`src/rtl/axi_lite_master_ctrl.sv`:
```
// axi_lite_master_ctrl: single-outstanding AXI4-Lite master turning cmd_* requests into bus transactions.
// Define AXIL_TIMEOUT_EN to abort a bus phase after TIMEOUT cycles with rsp_err=1.
module axi_lite_master_ctrl #(
  parameter int TIMEOUT = 16
) (
  input  logic        ACLK,
  input  logic        ARESETn,
  input  logic        cmd_valid,
  output logic        cmd_ready,
  input  logic        cmd_write,
  input  logic [3:0]  cmd_addr,
  input  logic [31:0] cmd_wdata,
  input  logic [3:0]  cmd_wstrb,
  output logic        rsp_valid,
  output logic [31:0] rsp_rdata,
  output logic        rsp_err,
  output logic [3:0]  AWADDR,
  output logic        AWVALID,
  input  logic        AWREADY,
  output logic [31:0] WDATA,
  output logic [3:0]  WSTRB,
  output logic        WVALID,
  input  logic        WREADY,
  input  logic        BVALID,
  output logic        BREADY,
  output logic [3:0]  ARADDR,
  output logic        ARVALID,
  input  logic        ARREADY,
  input  logic [31:0] RDATA,
  input  logic        RVALID,
  output logic        RREADY
);
  typedef enum logic [2:0] {S_IDLE, S_WRITE, S_WRESP, S_RADDR, S_RDATA, S_RSP} state_t;
  state_t state, state_n, succ;
  logic [3:0] addr_q, wstrb_q;
  logic [31:0] wdata_q, rdata_q;
  logic aw_done, w_done, accept, aw_hs, w_hs, fin, abort;
  assign accept = cmd_valid & cmd_ready;
  assign aw_hs = AWVALID & AWREADY;
  assign w_hs = WVALID & WREADY;
  // fin: the current state's exit condition holds; succ: where it goes when it does
  always_comb begin
    fin = 1'b1;
    succ = S_IDLE;
    case (state)
      S_IDLE: begin
        fin = accept;
        succ = cmd_write ? S_WRITE : S_RADDR;
      end
      S_WRITE: begin
        fin = (aw_done | aw_hs) & (w_done | w_hs);
        succ = S_WRESP;
      end
      S_WRESP: begin
        fin = BVALID;
        succ = S_RSP;
      end
      S_RADDR: begin
        fin = ARREADY;
        succ = S_RDATA;
      end
      S_RDATA: begin
        fin = RVALID;
        succ = S_RSP;
      end
      default: begin
        fin = 1'b1;
        succ = S_IDLE;
      end
    endcase
    state_n = fin ? succ : abort ? S_RSP : state;
  end
  always_ff @(posedge ACLK or negedge ARESETn) begin
    if (!ARESETn) begin
      state <= S_IDLE;
      addr_q <= '0;
      wdata_q <= '0;
      wstrb_q <= '0;
      rdata_q <= '0;
      aw_done <= 1'b0;
      w_done <= 1'b0;
    end else begin
      state <= state_n;
      if (accept) begin
        addr_q <= cmd_addr;
        wdata_q <= cmd_wdata;
        wstrb_q <= cmd_wstrb;
      end
      aw_done <= (state == S_WRITE) && (state_n == S_WRITE) && (aw_done | aw_hs);
      w_done <= (state == S_WRITE) && (state_n == S_WRITE) && (w_done | w_hs);
      if (state == S_RDATA && RVALID) rdata_q <= RDATA;
    end
  end
`ifdef AXIL_TIMEOUT_EN
  localparam int CW = $clog2(TIMEOUT + 1);
  logic [CW-1:0] cnt;
  logic err_q;
  assign abort = (state != S_IDLE) && (state != S_RSP) && (cnt == CW'(TIMEOUT - 1));
  always_ff @(posedge ACLK or negedge ARESETn) begin
    if (!ARESETn) begin
      cnt <= '0;
      err_q <= 1'b0;
    end else begin
      cnt <= (state_n != state || state == S_IDLE || state == S_RSP) ? '0 : cnt + 1'b1;
      err_q <= abort & ~fin;
    end
  end
  assign rsp_err = err_q;
`else
  assign abort = 1'b0;
  assign rsp_err = (TIMEOUT < 0);
`endif
  assign cmd_ready = (state == S_IDLE) & ARESETn;
  assign rsp_valid = state == S_RSP;
  assign rsp_rdata = rdata_q;
  assign AWADDR = addr_q;
  assign ARADDR = addr_q;
  assign WDATA = wdata_q;
  assign WSTRB = wstrb_q;
  assign AWVALID = (state == S_WRITE) & ~aw_done;
  assign WVALID = (state == S_WRITE) & ~w_done;
  assign BREADY = state == S_WRESP;
  assign ARVALID = state == S_RADDR;
  assign RREADY = state == S_RDATA;
endmodule

```
`config.mk`:
```
export PLATFORM = sky130hd
export DESIGN_NAME = axi_lite_master_ctrl
export DESIGN_NICKNAME = d
export VERILOG_FILES = /design/src/rtl/axi_lite_master_ctrl.sv
export SDC_FILE = /design/constraint.sdc
export NUM_CORES = 1
export LEC_CHECK = 0
export CORE_ASPECT_RATIO = 1.25
export CORE_UTILIZATION = 36
export CTS_CLUSTER_DIAMETER = 50
export DETAILED_ROUTE_END_ITERATION = 8
export PLACE_DENSITY = 0.77
export SYNTH_ARGS = -nofsm -noshare
export SYNTH_HDL_FRONTEND = slang
export SYNTH_SLANG_ARGS = --single-unit
export TNS_END_PERCENT = 50
```
`constraint.sdc`:
```
create_clock -name ACLK -period 1.4 [get_ports ACLK]
set_input_delay 0.21 -clock ACLK [delete_from_list [all_inputs] [get_ports ACLK]]
set_output_delay 0.21 -clock ACLK [all_outputs]
set_load 0.02 [all_outputs]
```
* Word level (Yosys, flattened, before mapping)
Index checks and enable logic that the tools add are counted.
** Storage, ports and cells
- Logic and storage cells :: 34
- Output and inout port bits :: 84
- Register bits after elaboration :: 77
- Input port bits :: 81
** Cells by class
- Multiplexer cells :: 4
- Reductions and logical operators :: 6
- Equal/unequal tests :: 6
- Bitwise gates (word level) :: 11
** Operators by type and width (count)
- $pmux 3 s4 :: 1
- $and 1x1->1 :: 7
- $eq 3x1->1 const B :: 2
- $eq 3x2->1 const B :: 2
- $eq 3x3->1 const B :: 2
- $pmux 1 s5 :: 1
- $logic_and 1x1->1 :: 4
- $logic_not 3->1 :: 1
- $mux 3 :: 1
- $mux 2 :: 1
- $not 1->1 :: 2
- $or 1x1->1 :: 2
- $reduce_or 2->1 :: 1

* Longest topological paths before layout
- Depth after elaboration :: 10
- Gate-level depth with buffers :: 6
- Gate-level depth less buffers :: 3

* Worst setup path after synthesis
Ideal clock, no wire load.
- Path type :: reg2reg
- Start :: register state[0]
- End :: register addr_q[0] (netlist: ARADDR[0])
- Clock period less this slack :: 1682 ps
- Path buffers :: 2
- Stages on the path, launching flop included :: 6
- Slack :: -282 ps
- Arrival :: 1557 ps
- Cell sequence :: dfrtp_1 > buf_2 > nor4b_4 > nand2_2 > buf_6 > mux2_4
** Between the ends
- Word-level cells in the longest chain between the ends :: 3
** RTL lines
- start: declaration :: line 34 : state_t state, state_n, succ;
- start signal: assignment :: line 83 : state <= state_n;
- $logic_not 3->1 :: line 113 : assign cmd_ready = (state == S_IDLE) & ARESETn;
- $and 1x1->1 :: line 113
- via cmd_ready :: line 9 : output logic cmd_ready,
- $and 1x1->1 :: line 38 : assign accept = cmd_valid & cmd_ready;
- end signal: assignment :: line 85 : addr_q <= cmd_addr;
- end: declaration :: line 35 : logic [3:0] addr_q, wstrb_q;
The timed path passes the listed nets, and every way through them passes these cells.
A chain may end at the register's enable or synchronous reset.

* Worst setup path in the final report
- Start :: register state[1]
- End :: register wstrb_q[2] (netlist: WSTRB[2])
** Between the ends
- Word-level cells in the longest chain between the ends :: 3
** RTL lines
- $logic_not 3->1 :: line 113
- $and 1x1->1 :: line 113
- $and 1x1->1 :: line 38
- end signal: assignment :: line 87 : wstrb_q <= cmd_wstrb;
- end: declaration :: line 35
No other way between the ends.

==> impl_metrics.env <==
export IMPL_status="complete, but fails checks"
export IMPL_violations="negative setup slack"
export IMPL_syn_to_final_growth_pct=66.0
export IMPL_setup_viol=79
export IMPL_gp_congestion=0.806
export IMPL_hold_class="in2async"
export IMPL_fmax_ghz=0.611
export IMPL_fin_crit_ns=1.64
export IMPL_fp_dieW_um=86.6
export IMPL_yosysUniqueCellTypes=28
export IMPL_totalWireLength_um=7700
export IMPL_maxCapViolations=0
export IMPL_synth_fp_nets=277
export IMPL_rows=38
export IMPL_p_leak_nw=2.59
export IMPL_yosysMostFrequentCell="dfrtp_1"
export IMPL_ir_drop_mv=0.940
export IMPL_clockRootBuffer="clkbuf_8"
export IMPL_synth_seq_cells=77
export IMPL_route_detailed_drc=0
export IMPL_hpwlAfterDp_um=5200
export IMPL_crit_type="reg2reg"
export IMPL_syn_area_um2=3220
export IMPL_critPathCaptureType="flip-flop"
export IMPL_synth_enable_flop_cells=0
export IMPL_final_nets=456
export IMPL_clkTransAtPathRegs_ns=0.07
export IMPL_clk_latency_ns=0.34
export IMPL_required_ns=1.62
export IMPL_fp_dieH_um=108
export IMPL_cts_tree="built"
export IMPL_power_density_nw_per_um2=2180
export IMPL_synth_top_area_cell="dfrtp_1"
export IMPL_syn_area_per_cell_um2=16.5
export IMPL_critPathLaunch="state[1]"
export IMPL_final_setup_tns_ns=-13.73
export IMPL_cp_start_kind="flip-flop"
export IMPL_htreeDepth=3
export IMPL_grt_setup_unrepaired="true"
export IMPL_setup_slack_ns=-0.237
export IMPL_antenna_cells=0
export IMPL_drt_first_iter_violations=52
export IMPL_synth_common_cells="dfrtp_1, mux2_4, mux2_2"
export IMPL_grt_overflow_total=0
export IMPL_worstPathArrival_ns=1.86
export IMPL_drive_gt1_share_pct=32.6
export IMPL_clock_sinks=77
export IMPL_total_power_mw=11.7
export IMPL_viasPerCell=4.48
export IMPL_wl_per_cell_um=15.4
export IMPL_synth_area_leaders="dfrtp_1, mux2_4, mux2_2, buf_6, buf_4"
export IMPL_clk_path_buf_depth=2
export IMPL_critPathMaxFanout=40
export IMPL_synth_flop_cell="dfrtp_1"
export IMPL_initial_core_util_pct=37.1
export IMPL_synth_warnings=0
export IMPL_numCtsBuffers=9
export IMPL_grt_pass1_wl_um=11800
export IMPL_holdWs_ns=0.363
export IMPL_dieArea_um2=9340
export IMPL_grt_pass1_vias=2399
export IMPL_finalHoldViolations=0
export IMPL_num_io_pins=165
export IMPL_r2r_start="state[1]"
export IMPL_period_share_pct=117
export IMPL_antenna_left=0
export IMPL_antenna_found_initial=0
export IMPL_dr_pass1_iters=4
export IMPL_io_buffers=163
export IMPL_coreArea_um2=8700
export IMPL_syn_inst=196
export IMPL_grtUsageTotal_pct=16.8
export IMPL_vias=2239
export IMPL_finClkSkew_ns=0.0124
export IMPL_async_flop_share_pct=100
export IMPL_synth_top_area_share_pct=59.8
export IMPL_grt_max_degree=41
export IMPL_ys_seq_area_share_pct=59.8
export IMPL_maxSlewViolCount=0
logic make-up after synthesis:
logic type	after synthesis	share of synthesized area, %
flops	77	59.8
buf+inv	15	4.04
compound gates	5	0.970
mux	73	30.1
simple gates	25	5.01
other cells	1	0.116
where the power goes:
| part | switching (mW) | internal [mW] |
|---|---|---|
| Combinational | 2.88 | 3.24 |
| Clock | 0.798 | 0.821 |
| Sequential | 0.601 | 3.33 |
| Total | 4.28 | 7.39 |
stage by stage:
stage	instances	worst slack, ns	area (µm²)	util, %
final	500	-0.237	5350	61.5
after global routing	500	-0.300	5350	61.5
after detailed placement	475	-0.398	4980	57.2
after CTS	500	-0.245	5320	61.2
after global placement	475	-0.388	4980	57.2
after floorplan	196	-0.252	3230	-
sequential cells by signal, indices dropped and copies added (netlist names):
| signal | flops |
|---|---|
| WDATA | 32 |
| state | 3 |
| aw_done | 1 |
| ARADDR | 4 |
| WSTRB | 4 |
| rsp_rdata | 32 |
| w_done | 1 |
routing by layer:
| metal | global-route usage (%) | wire [µm] | vias to the layer above |
|---|---|---|---|
| li1 | - | - | 1031 |
| met1 | 20.2 | 3080 | 1110 |
| met2 | 29.0 | 4110 | 94 |
| met3 | 3.53 | 443 | 4 |
| met4 | 6.67 | 64 | 0 |
| met5 | 0 | 0 | - |
cell usage in the layout, fill, tap and decap left out, drive strengths merged:
master / synthesis / routed
clkdlybuf4s50: 0 / 79
dfrtp: 77 / 77
dlygate4sd2: 0 / 76
mux2: 72 / 72
buf: 13 / 26
clkbuf: 1 / 10
nor2: 9 / 9
and2: 3 / 3
clkinv: 0 / 3
nor3b: 2 / 2
nor2b: 2 / 2
clkinvlp: 0 / 2
nand2b: 2 / 2
inv: 1 / 1
o22ai: 1 / 1
nor4bb: 1 / 1
nor3: 1 / 1
mux2i: 1 / 1
nor4: 1 / 1
o21bai: 1 / 1
a21oi: 1 / 1
or3b: 1 / 1
and3b: 1 / 1
o21ai: 1 / 1
o211ai: 1 / 1
nor4b: 1 / 1
nand2: 1 / 1
conb: 1 / 1
bufinv: 0 / 1
dlygate4sd3: 0 / 1
critical path, stage by stage (launching register included):
cell and delay [ns]:
dfrtp_2 0.41, buf_6 0.14, nor4b_4 0.30, nand2_2 0.10, buf_12 0.21, mux2_4 0.33
layout make-up:
type	count	area, µm²
Multi-Input combinational cell	104	1290
Inverter	1	3.75
Tap cell	120	150
Timing Repair Buffer	182	1790
Clock inverter	6	63.8
Fill cell	716	3350
Sequential cell	77	1930
Clock buffer	10	128
path summary, 6_finish.rpt:
kind	end	slack, ns	depth (start not counted)
max in group asynchronous	rsp_rdata[20]	0.37	4
worst min-delay path	WDATA[6]	0.36	3
min in group ACLK	aw_done	0.48	3
worst max register to register	WSTRB[2]	-0.24	5
worst min register to register	rsp_rdata[7]	0.50	1
worst max-delay path	WSTRB[2]	-0.24	5
timing repair:
item                                   4_1_cts  5_1_grt
gates resized for setup                    149        8
endpoints found under the hold margin        5        0
gates cloned                                 3        0
pin swaps                                    1        0
hold buffers                                 1        0
buffers inserted                             5        0
setup endpoints to repair                  155       79
(Power assumes the default switching activity.)
